**src/rtl/prism_axi_pkg.sv**
```systemverilog
// Shared types and defaults for the AXI ID scheduler slice.
package prism_axi_pkg;

  typedef enum logic [0:0] {
    S_ARB   = 1'b0,
    S_GRANT = 1'b1
  } state_t;

  localparam int MAX_OUT_DEF = 4;

endpackage

```
**src/rtl/prism_rr_arbiter.sv**
```systemverilog
// Combinational round-robin picker: first eligible index at or after ptr_i, wrapping.
module prism_rr_arbiter #(
  parameter int NREQ      = 4,
  parameter int REQ_WIDTH = $clog2(NREQ)
) (
  input  logic [NREQ-1:0]      eligible_i,
  input  logic [REQ_WIDTH-1:0] ptr_i,
  output logic [NREQ-1:0]      grant_o,
  output logic [REQ_WIDTH-1:0] idx_o,
  output logic                 any_o
);

  logic [REQ_WIDTH:0]   sum_s;
  logic [REQ_WIDTH-1:0] cand_s;

  // Scan candidates in rotated order and latch the first hit.
  always_comb begin
    grant_o = '0;
    idx_o   = '0;
    any_o   = 1'b0;
    sum_s   = '0;
    cand_s  = '0;
    for (int k = 0; k < NREQ; k++) begin
      sum_s = {1'b0, ptr_i} + (REQ_WIDTH+1)'(k);
      if (sum_s >= (REQ_WIDTH+1)'(NREQ)) begin
        sum_s = sum_s - (REQ_WIDTH+1)'(NREQ);
      end else begin
        sum_s = sum_s;
      end
      cand_s = sum_s[REQ_WIDTH-1:0];
      if (!any_o && eligible_i[cand_s]) begin
        any_o           = 1'b1;
        grant_o[cand_s] = 1'b1;
        idx_o           = cand_s;
      end else begin
        any_o = any_o;
      end
    end
  end

endmodule

```
**src/rtl/prism_axi_id_scheduler.sv**
```systemverilog
// Shares one AXI ID pool among NREQ requesters: round-robin grants, owner
// tracking, response routing and ID return to the allocator.
module prism_axi_id_scheduler
  import prism_axi_pkg::*;
#(
  parameter int NREQ      = 4,
  parameter int NIDS      = 8,
  parameter int ID_WIDTH  = $clog2(NIDS),
  parameter int REQ_WIDTH = $clog2(NREQ),
  parameter int MAX_OUT   = MAX_OUT_DEF
) (
  input  logic                 clock,
  input  logic                 resetn,
  input  logic [NREQ-1:0]      req_valid,
  output logic [NREQ-1:0]      req_ready,
  output logic [ID_WIDTH-1:0]  req_id,
  input  logic                 alloc_valid,
  output logic                 alloc_ready,
  input  logic [ID_WIDTH-1:0]  alloc_id,
  output logic                 dealloc_valid,
  input  logic                 dealloc_ready,
  output logic [ID_WIDTH-1:0]  dealloc_id,
  input  logic                 rsp_valid,
  output logic                 rsp_ready,
  input  logic [ID_WIDTH-1:0]  rsp_id,
  input  logic                 rsp_last,
  output logic [REQ_WIDTH-1:0] rsp_owner,
  output logic [NREQ-1:0]      done_valid,
  output logic [ID_WIDTH-1:0]  done_id,
  output logic                 err
);

  localparam int CW = $clog2(MAX_OUT + 1);

  state_t               state_q, state_d;
  logic [REQ_WIDTH-1:0] win_q, win_d;
  logic [NREQ-1:0]      win_oh_q, win_oh_d;
  logic [REQ_WIDTH-1:0] ptr_q, ptr_d;
  logic [NIDS-1:0]      busy_q, busy_d;
  logic [REQ_WIDTH-1:0] owner_q [NIDS];
  logic [REQ_WIDTH-1:0] owner_d [NIDS];
  logic [CW-1:0]        cnt_q [NREQ];
  logic [CW-1:0]        cnt_d [NREQ];
  logic                 pend_q, pend_d;
  logic [ID_WIDTH-1:0]  pend_id_q, pend_id_d;
  logic [NREQ-1:0]      done_valid_q, done_valid_d;
  logic [ID_WIDTH-1:0]  done_id_q, done_id_d;
  logic                 err_q, err_d;

  logic [NREQ-1:0]      eligible_s;
  logic [NREQ-1:0]      arb_grant_s;
  logic [REQ_WIDTH-1:0] arb_idx_s;
  logic                 arb_any_s;
  logic                 grant_fire_s;
  logic                 dealloc_fire_s;
  logic                 rsp_fire_s;
  logic [REQ_WIDTH-1:0] free_owner_s;

  // A requester at its outstanding cap is simply invisible to the arbiter.
  always_comb begin
    eligible_s = '0;
    for (int i = 0; i < NREQ; i++) begin
      eligible_s[i] = req_valid[i] && (cnt_q[i] < CW'(MAX_OUT));
    end
  end

  prism_rr_arbiter #(
    .NREQ      (NREQ),
    .REQ_WIDTH (REQ_WIDTH)
  ) u_arb (
    .eligible_i (eligible_s),
    .ptr_i      (ptr_q),
    .grant_o    (arb_grant_s),
    .idx_o      (arb_idx_s),
    .any_o      (arb_any_s)
  );

  assign grant_fire_s   = (state_q == S_GRANT);
  assign dealloc_fire_s = pend_q && dealloc_ready;
  assign rsp_fire_s     = rsp_valid && !pend_q;
  assign free_owner_s   = owner_q[pend_id_q];

  // Arbitration FSM: pick a winner, then hold the grant for exactly one cycle.
  always_comb begin
    state_d  = state_q;
    win_d    = win_q;
    win_oh_d = win_oh_q;
    case (state_q)
      S_ARB: begin
        if (alloc_valid && arb_any_s) begin
          state_d  = S_GRANT;
          win_d    = arb_idx_s;
          win_oh_d = arb_grant_s;
        end else begin
          state_d = S_ARB;
        end
      end
      S_GRANT: state_d = S_ARB;
      default: state_d = S_ARB;
    endcase
  end

  always_comb begin
    req_ready = grant_fire_s ? win_oh_q : '0;
  end

  assign alloc_ready = grant_fire_s;
  assign req_id      = alloc_id;

  // Busy/owner tables and pointer; a free and a grant in one cycle both apply.
  always_comb begin
    busy_d  = busy_q;
    owner_d = owner_q;
    ptr_d   = ptr_q;
    if (dealloc_fire_s) begin
      busy_d[pend_id_q] = 1'b0;
    end else begin
      busy_d = busy_d;
    end
    if (grant_fire_s) begin
      busy_d[alloc_id]  = 1'b1;
      owner_d[alloc_id] = win_q;
      ptr_d = (win_q == REQ_WIDTH'(NREQ - 1)) ? '0 : win_q + REQ_WIDTH'(1);
    end else begin
      ptr_d = ptr_q;
    end
  end

  // Outstanding counters: grant and free to the same requester cancel.
  always_comb begin
    for (int i = 0; i < NREQ; i++) begin
      cnt_d[i] = cnt_q[i];
      if (grant_fire_s && (win_q == REQ_WIDTH'(i)) &&
          !(dealloc_fire_s && (free_owner_s == REQ_WIDTH'(i)))) begin
        cnt_d[i] = cnt_q[i] + CW'(1);
      end else if (dealloc_fire_s && (free_owner_s == REQ_WIDTH'(i)) &&
                   !(grant_fire_s && (win_q == REQ_WIDTH'(i)))) begin
        cnt_d[i] = cnt_q[i] - CW'(1);
      end else begin
        cnt_d[i] = cnt_q[i];
      end
    end
  end

  // Response capture, ID return handshake, done pulse and sticky error.
  always_comb begin
    pend_d       = pend_q;
    pend_id_d    = pend_id_q;
    done_valid_d = '0;
    done_id_d    = done_id_q;
    err_d        = err_q;
    if (rsp_fire_s && rsp_last) begin
      pend_d    = 1'b1;
      pend_id_d = rsp_id;
    end else if (dealloc_fire_s) begin
      pend_d                     = 1'b0;
      done_valid_d[free_owner_s] = 1'b1;
      done_id_d                  = pend_id_q;
    end else begin
      pend_d = pend_q;
    end
    if (rsp_fire_s && !busy_q[rsp_id]) begin
      err_d = 1'b1;
    end else begin
      err_d = err_q;
    end
  end

  assign rsp_ready     = !pend_q;
  assign dealloc_valid = pend_q;
  assign dealloc_id    = pend_id_q;
  assign rsp_owner     = owner_q[rsp_id];
  assign done_valid    = done_valid_q;
  assign done_id       = done_id_q;
  assign err           = err_q;

  // State registers.
  always_ff @(posedge clock or negedge resetn) begin
    if (!resetn) begin
      state_q      <= S_ARB;
      win_q        <= '0;
      win_oh_q     <= '0;
      ptr_q        <= '0;
      busy_q       <= '0;
      pend_q       <= 1'b0;
      pend_id_q    <= '0;
      done_valid_q <= '0;
      done_id_q    <= '0;
      err_q        <= 1'b0;
      for (int n = 0; n < NIDS; n++) owner_q[n] <= '0;
      for (int r = 0; r < NREQ; r++) cnt_q[r] <= '0;
    end else begin
      state_q      <= state_d;
      win_q        <= win_d;
      win_oh_q     <= win_oh_d;
      ptr_q        <= ptr_d;
      busy_q       <= busy_d;
      pend_q       <= pend_d;
      pend_id_q    <= pend_id_d;
      done_valid_q <= done_valid_d;
      done_id_q    <= done_id_d;
      err_q        <= err_d;
      owner_q      <= owner_d;
      cnt_q        <= cnt_d;
    end
  end

endmodule

```
**config.mk**
```make
export PLATFORM = sky130hd
export DESIGN_NAME = prism_axi_id_scheduler
export DESIGN_NICKNAME = d
export VERILOG_FILES = /design/src/rtl/prism_axi_pkg.sv /design/src/rtl/prism_rr_arbiter.sv /design/src/rtl/prism_axi_id_scheduler.sv
export SDC_FILE = /design/constraint.sdc
export NUM_CORES = 1
export LEC_CHECK = 0
export ABC_CLOCK_PERIOD_IN_PS = 3100
export CORE_MARGIN = 2
export CORE_UTILIZATION = 56
export CTS_CLUSTER_SIZE = 40
export DETAILED_ROUTE_END_ITERATION = 10
export GPL_ROUTABILITY_DRIVEN = 0
export PLACE_DENSITY = 0.8
export SLEW_MARGIN = 20
export SYNTH_ARGS = -nofsm -noshare
export SYNTH_HDL_FRONTEND = slang
export SYNTH_SLANG_ARGS = --single-unit
```
**constraint.sdc**
```tcl
create_clock -name clock -period 3.1 [get_ports clock]
set_clock_uncertainty 0.15 [all_clocks]
set_input_delay 0.465 -clock clock [delete_from_list [all_inputs] [get_ports clock]]
set_output_delay 0.465 -clock clock [all_outputs]
set_load 0.01 [all_outputs]
```
==> Yosys cells after proc, flatten, opt, wreduce, memory -nomap -nowiden <==
Index checks and enable logic that the tools add are counted.
{ "totals": {"reg_bits": 57, "inputBits": 16, "output_inout_bits": 23, "wordCells": 207} }
{ "classes": {"add_sub_neg": 16, "magnitude_cmp": 27, "n_eq_ne": 6, "mux": 67, "n_bitwise": 11, "n_reduce_logical": 58} }
{ "op_table": {"columns": ["cell", "count"], "rows": [
  ["$logic_and 1x1->1", 36],
  ["$mux 2", 14],
  ["$mux 4", 7],
  ["$mux 3", 8],
  ["$mux 1", 19],
  ["$bwmux 16", 1],
  ["$mux 8", 2],
  ["$lt 2x3->1 const B", 5],
  ["$logic_not 1->1", 13],
  ["$add 3x1->3 const B", 4],
  ["$bmux 2 s3", 2],
  ["$ge 4x4->1 const B", 3],
  ["$lt 3x3->1 const B", 4],
  ["$lt 3x4->1 const B", 3],
  ["$not 3->4", 3],
  ["$or 4x4->4", 3],
  ["$sub 3x1->3 const B", 4],
  ["$demux 1 s2", 5],
  ["$ge 2x1->1 const B", 5],
  ["$reduce_bool 2->1", 5],
  ["$ge 3x3->1 const B", 3],
  ["$and 8x8->8", 1],
  ["$bmux 1 s2", 4],
  ["$eq 2x2->1 const B", 4],
  ["17 further kinds", 27]
]} }

==> Logic depth before layout (Yosys ltp) <==
{ "logic_depth": {"ltp_word": 17, "ltp_mapped": 12, "ltp_nobuf": 11} }

==> Cells and area by module <==
A second synthesis with hierarchy kept.
{ "hier_totals": {"cells_unflattened": 268, "hier_area_um2": 3241.9} }
{ "by_module_without_submodules": {"columns": ["module", "instances", "cells_per_inst", "area_each_um2", "seq_area_each_um2"], "rows": [
  ["prism_axi_id_scheduler", 1, 223, 2822.7, 1426.4],
  ["prism_rr_arbiter", 1, 45, 419.2, 0.0]
]} }

==> Least setup slack after synthesis <==
OpenSTA, ideal clock, no wires.
{ "synth_timing": {"path_type": "reg-to-reg", "from": "register pend_id_q[0] (netlist: dealloc_id[0])", "to": "register cnt_q[7] in the netlist's numbering", "setup_time_ns": 0.125, "arrival_ns": 2.598, "required_ns": 2.825, "setup_slack_ns": 0.227, "stages_incl_launch_ff": 11, "n_path_buf": 1, "synth_period_minus_slack_ns": 2.873, "path_cell_list": "dfrtp_1 -> clkbuf_1 -> mux4_2 -> mux2i_1 -> inv_1 -> nor3_2 -> inv_1 -> ha_1 -> inv_1 -> fa_1 -> mux2_2"} }
{ "synth_rtl": {"columns": ["item", "line", "rtl"], "rows": [
  ["start, declared", "prism_axi_id_scheduler.sv:45", "logic [ID_WIDTH-1:0] pend_id_q, pend_id_d;"],
  ["start signal, assigned", "prism_axi_id_scheduler.sv:199", "pend_id_q <= pend_id_d;"],
  ["end signal, assigned", "prism_axi_id_scheduler.sv:204", "cnt_q <= cnt_d;"],
  ["end, declared", "prism_axi_id_scheduler.sv:42", "logic [CW-1:0] cnt_q [NREQ];"]
]} }

==> flow_metrics.env <==
export IMPL_status="finished, final reports clean"
export IMPL_hold_path_startpoint="err"
export IMPL_rr_worst_depth=9
export IMPL_grt_ovfl_total=0
export IMPL_cp_common_cell="inv_1"
export IMPL_drive_gt1_share_pct=21.32
export IMPL_drt_iter0_markers=149
export IMPL_setup_worst_path_end_class="register"
export IMPL_finalMaxSlewViolations=0
export IMPL_synth_adder_area_share_pct=8.184
export IMPL_ys_seq_area_share_pct=43.59
export IMPL_swShare_pct=35.58
export IMPL_fp_dieW_um=80.44
export IMPL_combPwrFrac_pct=41.7
export IMPL_yosys_register_bits=57
export IMPL_r2r_start="dealloc_id[0]"
export IMPL_cp_slowest_stage_delay_ns=0.54
export IMPL_hp_class="reg2reg"
export IMPL_crit_required_ns=3.17
export IMPL_yosys_area_share_simple_pct=14.80
export IMPL_clockBufferDepth=2
export IMPL_synth_edf_count=0
export IMPL_crit_path_top_delay_cell="mux4_2"
export IMPL_clkTransAtPathRegs_ns=0.07
export IMPL_die_area_um2=6470
export IMPL_final_hold_violation_count=0
export IMPL_peakVddDrop_mv=0.5036
export IMPL_syn_num_nets=318
export IMPL_crit_fanout=3
export IMPL_syn_to_final_growth_pct=21.49
export IMPL_sequentialPowerShare_pct=37.5
export IMPL_critical_path_startpoint="dealloc_id[0]"
export IMPL_first_pass_iters=4
export IMPL_crit_chain="mux4_2, mux2i_2, inv_1, nor3_2, inv_1, ha_1, inv_1, fa_1, mux2_2"
export IMPL_synth_top_family_by_area="multiplexers"
export IMPL_grt_max_degree=58
export IMPL_syn_inst=283
export IMPL_max_cap_violations=0
export IMPL_yosysWarnings=0
export IMPL_synth_xor_area_share_pct=3.212
export IMPL_min_period_over_period_pct=93.06
export IMPL_finalSetupTns_ns=0
export IMPL_crit_family="multiplexers"
export IMPL_min_period_ns=2.885
export IMPL_p_clk_share_pct=20.8
export IMPL_grt_first_pass_wirelength_mm=11.43
export IMPL_max_slew_margin_rel_pct=65.48
export IMPL_finalNonFillerCells=405
export IMPL_syn_avg_cell_area_um2=11.56
export IMPL_power_density_nw_per_um2=930.8
export IMPL_grtUsageMet3_pct=6.854
export IMPL_synth_cell_type_count=44
export IMPL_r2r_setup_slack_ns=0.22
export IMPL_core_um2=5574
export IMPL_wirelength_mm=6.866
export IMPL_drc=0
export IMPL_hold_depth=1
export IMPL_start_kind="register"
export IMPL_muxShareOfSynthArea_pct=18.70
export IMPL_yosysTopAreaCellShare_pct=43.59
export IMPL_wl_per_cell_um=16.95
export IMPL_ant_nets=0
export IMPL_grt_setup_unrepaired="false"
export IMPL_row_count=27
export IMPL_root_buffer="clkbuf_8"
export IMPL_synth_compound_area_share_pct=7.533
export IMPL_synth_top_cell_by_area="dfrtp_1"
export IMPL_io_pins=39
export IMPL_cp_buffers_inverters=3
export IMPL_power_internal_uw=2384
export IMPL_hpwl_mm=4.949
export IMPL_async_reset_ff_share_pct=100.0
export IMPL_antenna_cells=0
export IMPL_vias=2342
export IMPL_r2r_end="cnt_q[7]"
export IMPL_via_per_inst=5.783
export IMPL_antenna_found_initial=0
export IMPL_use_met2_pct=35.25
export IMPL_grtUsageTotal_pct=23.68
export IMPL_p_leak_uw=0.001704
export IMPL_yosys_top_cells_area="dfrtp_1 44%, mux4_2 9.6%, mux2_2 7.2%, ha_1 5.7%, nand2_1 3.0%"
export IMPL_synth_flop_cell="dfrtp_1"
export IMPL_p_sw_uw=1316
export IMPL_insertion_delay_ns=0.34
export IMPL_max_freq_mhz=346.6
export IMPL_layout_nets=363
export IMPL_cts_num_sinks=57
export IMPL_die_y_um=80.44
export IMPL_cts_made_buffers=9
export IMPL_tightest_slew_ns=0.5124
export IMPL_crit_type="reg2reg"
export IMPL_cp_data_arrival_time_ns=2.95
export IMPL_port_buffers=38
export IMPL_setup_viol=0
export IMPL_busiest_layer="met2"
export IMPL_use_met1_pct=31.12
export IMPL_num_fill_cells=392
export IMPL_grt_pass1_vias=2378
export IMPL_start_util_pct=58.70
export IMPL_cts_tree="done"
export IMPL_cts_htree_levels=3
export IMPL_dpl_cell_count=388
export IMPL_hold_path_end="err"
export IMPL_netlist_area_um2=3272
==> placed cells by master, fill, tap and decap left out, types with 4 or more instances in the layout <==
master	n
inv_1	13
nor3_1	5
ha_1	15
mux4_2	14
nand2b_4	4
nor2_1	8
a311o_1	4
fa_1	4
xnor2_1	4
nand3_1	10
a31oi_1	4
mux2_2	21
o21ai_0	19
nand2b_1	7
o21ai_1	4
dfrtp_1	56
mux2i_1	5
clkbuf_8	10
nor2b_1	8
clkdlybuf4s50_1	36
and2_1	10
buf_4	7
xor2_1	8
nand2_1	26
==> sequential cells by signal, summed over array words and instances, names as in the netlist <==
name,cells
owner_q,16
cnt_q,12
busy_q,8
done_valid,4
win_oh_q,4
dealloc_id,3
done_id,3
ptr_q,2
win_q,2
alloc_ready,1
dealloc_valid,1
err,1
==> synthesized netlist by cell type (2+ instances only) <==
library cell  instances
a311o_1               4
a31oi_1               4
and2_1               10
buf_2                 3
buf_4                 3
clkbuf_1              4
dfrtp_1              57
fa_1                  4
ha_1                 15
inv_1                13
mux2_2               21
mux2i_1               6
mux4_2               14
nand2_1              26
nand2b_1              7
nand2b_4              4
nand3_1              10
nor2_1                8
nor2b_1               8
nor2b_2               2
nor3_1                5
o21ai_0              19
o21ai_1               4
o31ai_1               2
xnor2_1               4
xor2_1                8
==> worst reg2reg max path: cells and delay by family (launching register included) <==
family / cells / cell delay [ns]
adders and majority gates: 2 / 0.63
DFF: 1 / 0.44
and+or+nand+nor: 1 / 0.22
buffers and inverters: 3 / 0.26
muxes: 3 / 1.07
==> stage by stage <==
| stage | cell area [um^2] | utilization [%] | hold slack (ns) | power [uW] | setup slack (ns) |
|---|---|---|---|---|---|
| after global placement | 3737 | 67.05 | 0.2882 | 2831 | 0.06594 |
| final | 3975 | 71.31 | 0.3084 | 3700 | 0.2152 |
| after detailed placement | 3737 | 67.05 | 0.3015 | 2914 | 0.04982 |
| after CTS | 3968 | 71.18 | 0.3121 | 3710 | 0.04476 |
| after floorplan | 3272 | - | 0.01941 | 2429 | 0.2275 |
| after global routing | 3975 | 71.31 | 0.3277 | 3968 | 0.03914 |
==> power groups by stage <==
stage               logic, uW  registers (uW)  clock network [uW]
floorplan                1150            1280                   0
global placement         1460            1370                   0
detailed placement       1520            1390                   0
CTS                      1550            1380                 781
global route             1710            1440                 818
finish                   1540            1390                 771
==> cell families after synthesis <==
kind of cell	count (synthesis)
muxes	41
and+or+nand+nor	87
DFF	57
xor gates and xnor gates	12
AOI/OAI and AO/OA	40
adders and majority gates	19
buffers and inverters	27
==> cell type report <==
cell class / count / area (um^2) / area share [%]
Sequential cell: 57 / 1428 / 35.91
Clock buffer: 11 / 141.4 / 3.557
Tap cell: 72 / 90.09 / 2.266
Inverter: 14 / 57.56 / 1.448
Timing Repair Buffer: 47 / 460.4 / 11.58
Clock inverter: 5 / 78.83 / 1.983
Multi-Input combinational cell: 199 / 1719 / 43.25
==> worst max path at each step <==
stage,end,slack (ns),depth (start not counted)
final,cnt_q[7],0.22,9
after global routing,cnt_q[7],0.04,9
after CTS,rsp_owner[1],0.04,4
after detailed placement,rsp_owner[1],0.05,4
after global placement,rsp_owner[1],0.07,4
after floorplan,cnt_q[7],0.23,10
==> per-layer routing <==
metal	up-vias	wire, um
li1	1082	-
met1	1155	2922
met2	88	3321
met3	17	449
met4	0	172
met5	-	0
==> what timing repair did <==
action | CTS | global route
gates resized for setup | 0 | 3
hold endpoints to repair | 57 | 0
setup buffers | 0 | 0
hold buffers | 1 | 0
endpoints found under the setup margin | 0 | 4
No activity file was read; power rests on OpenSTA's default activity.
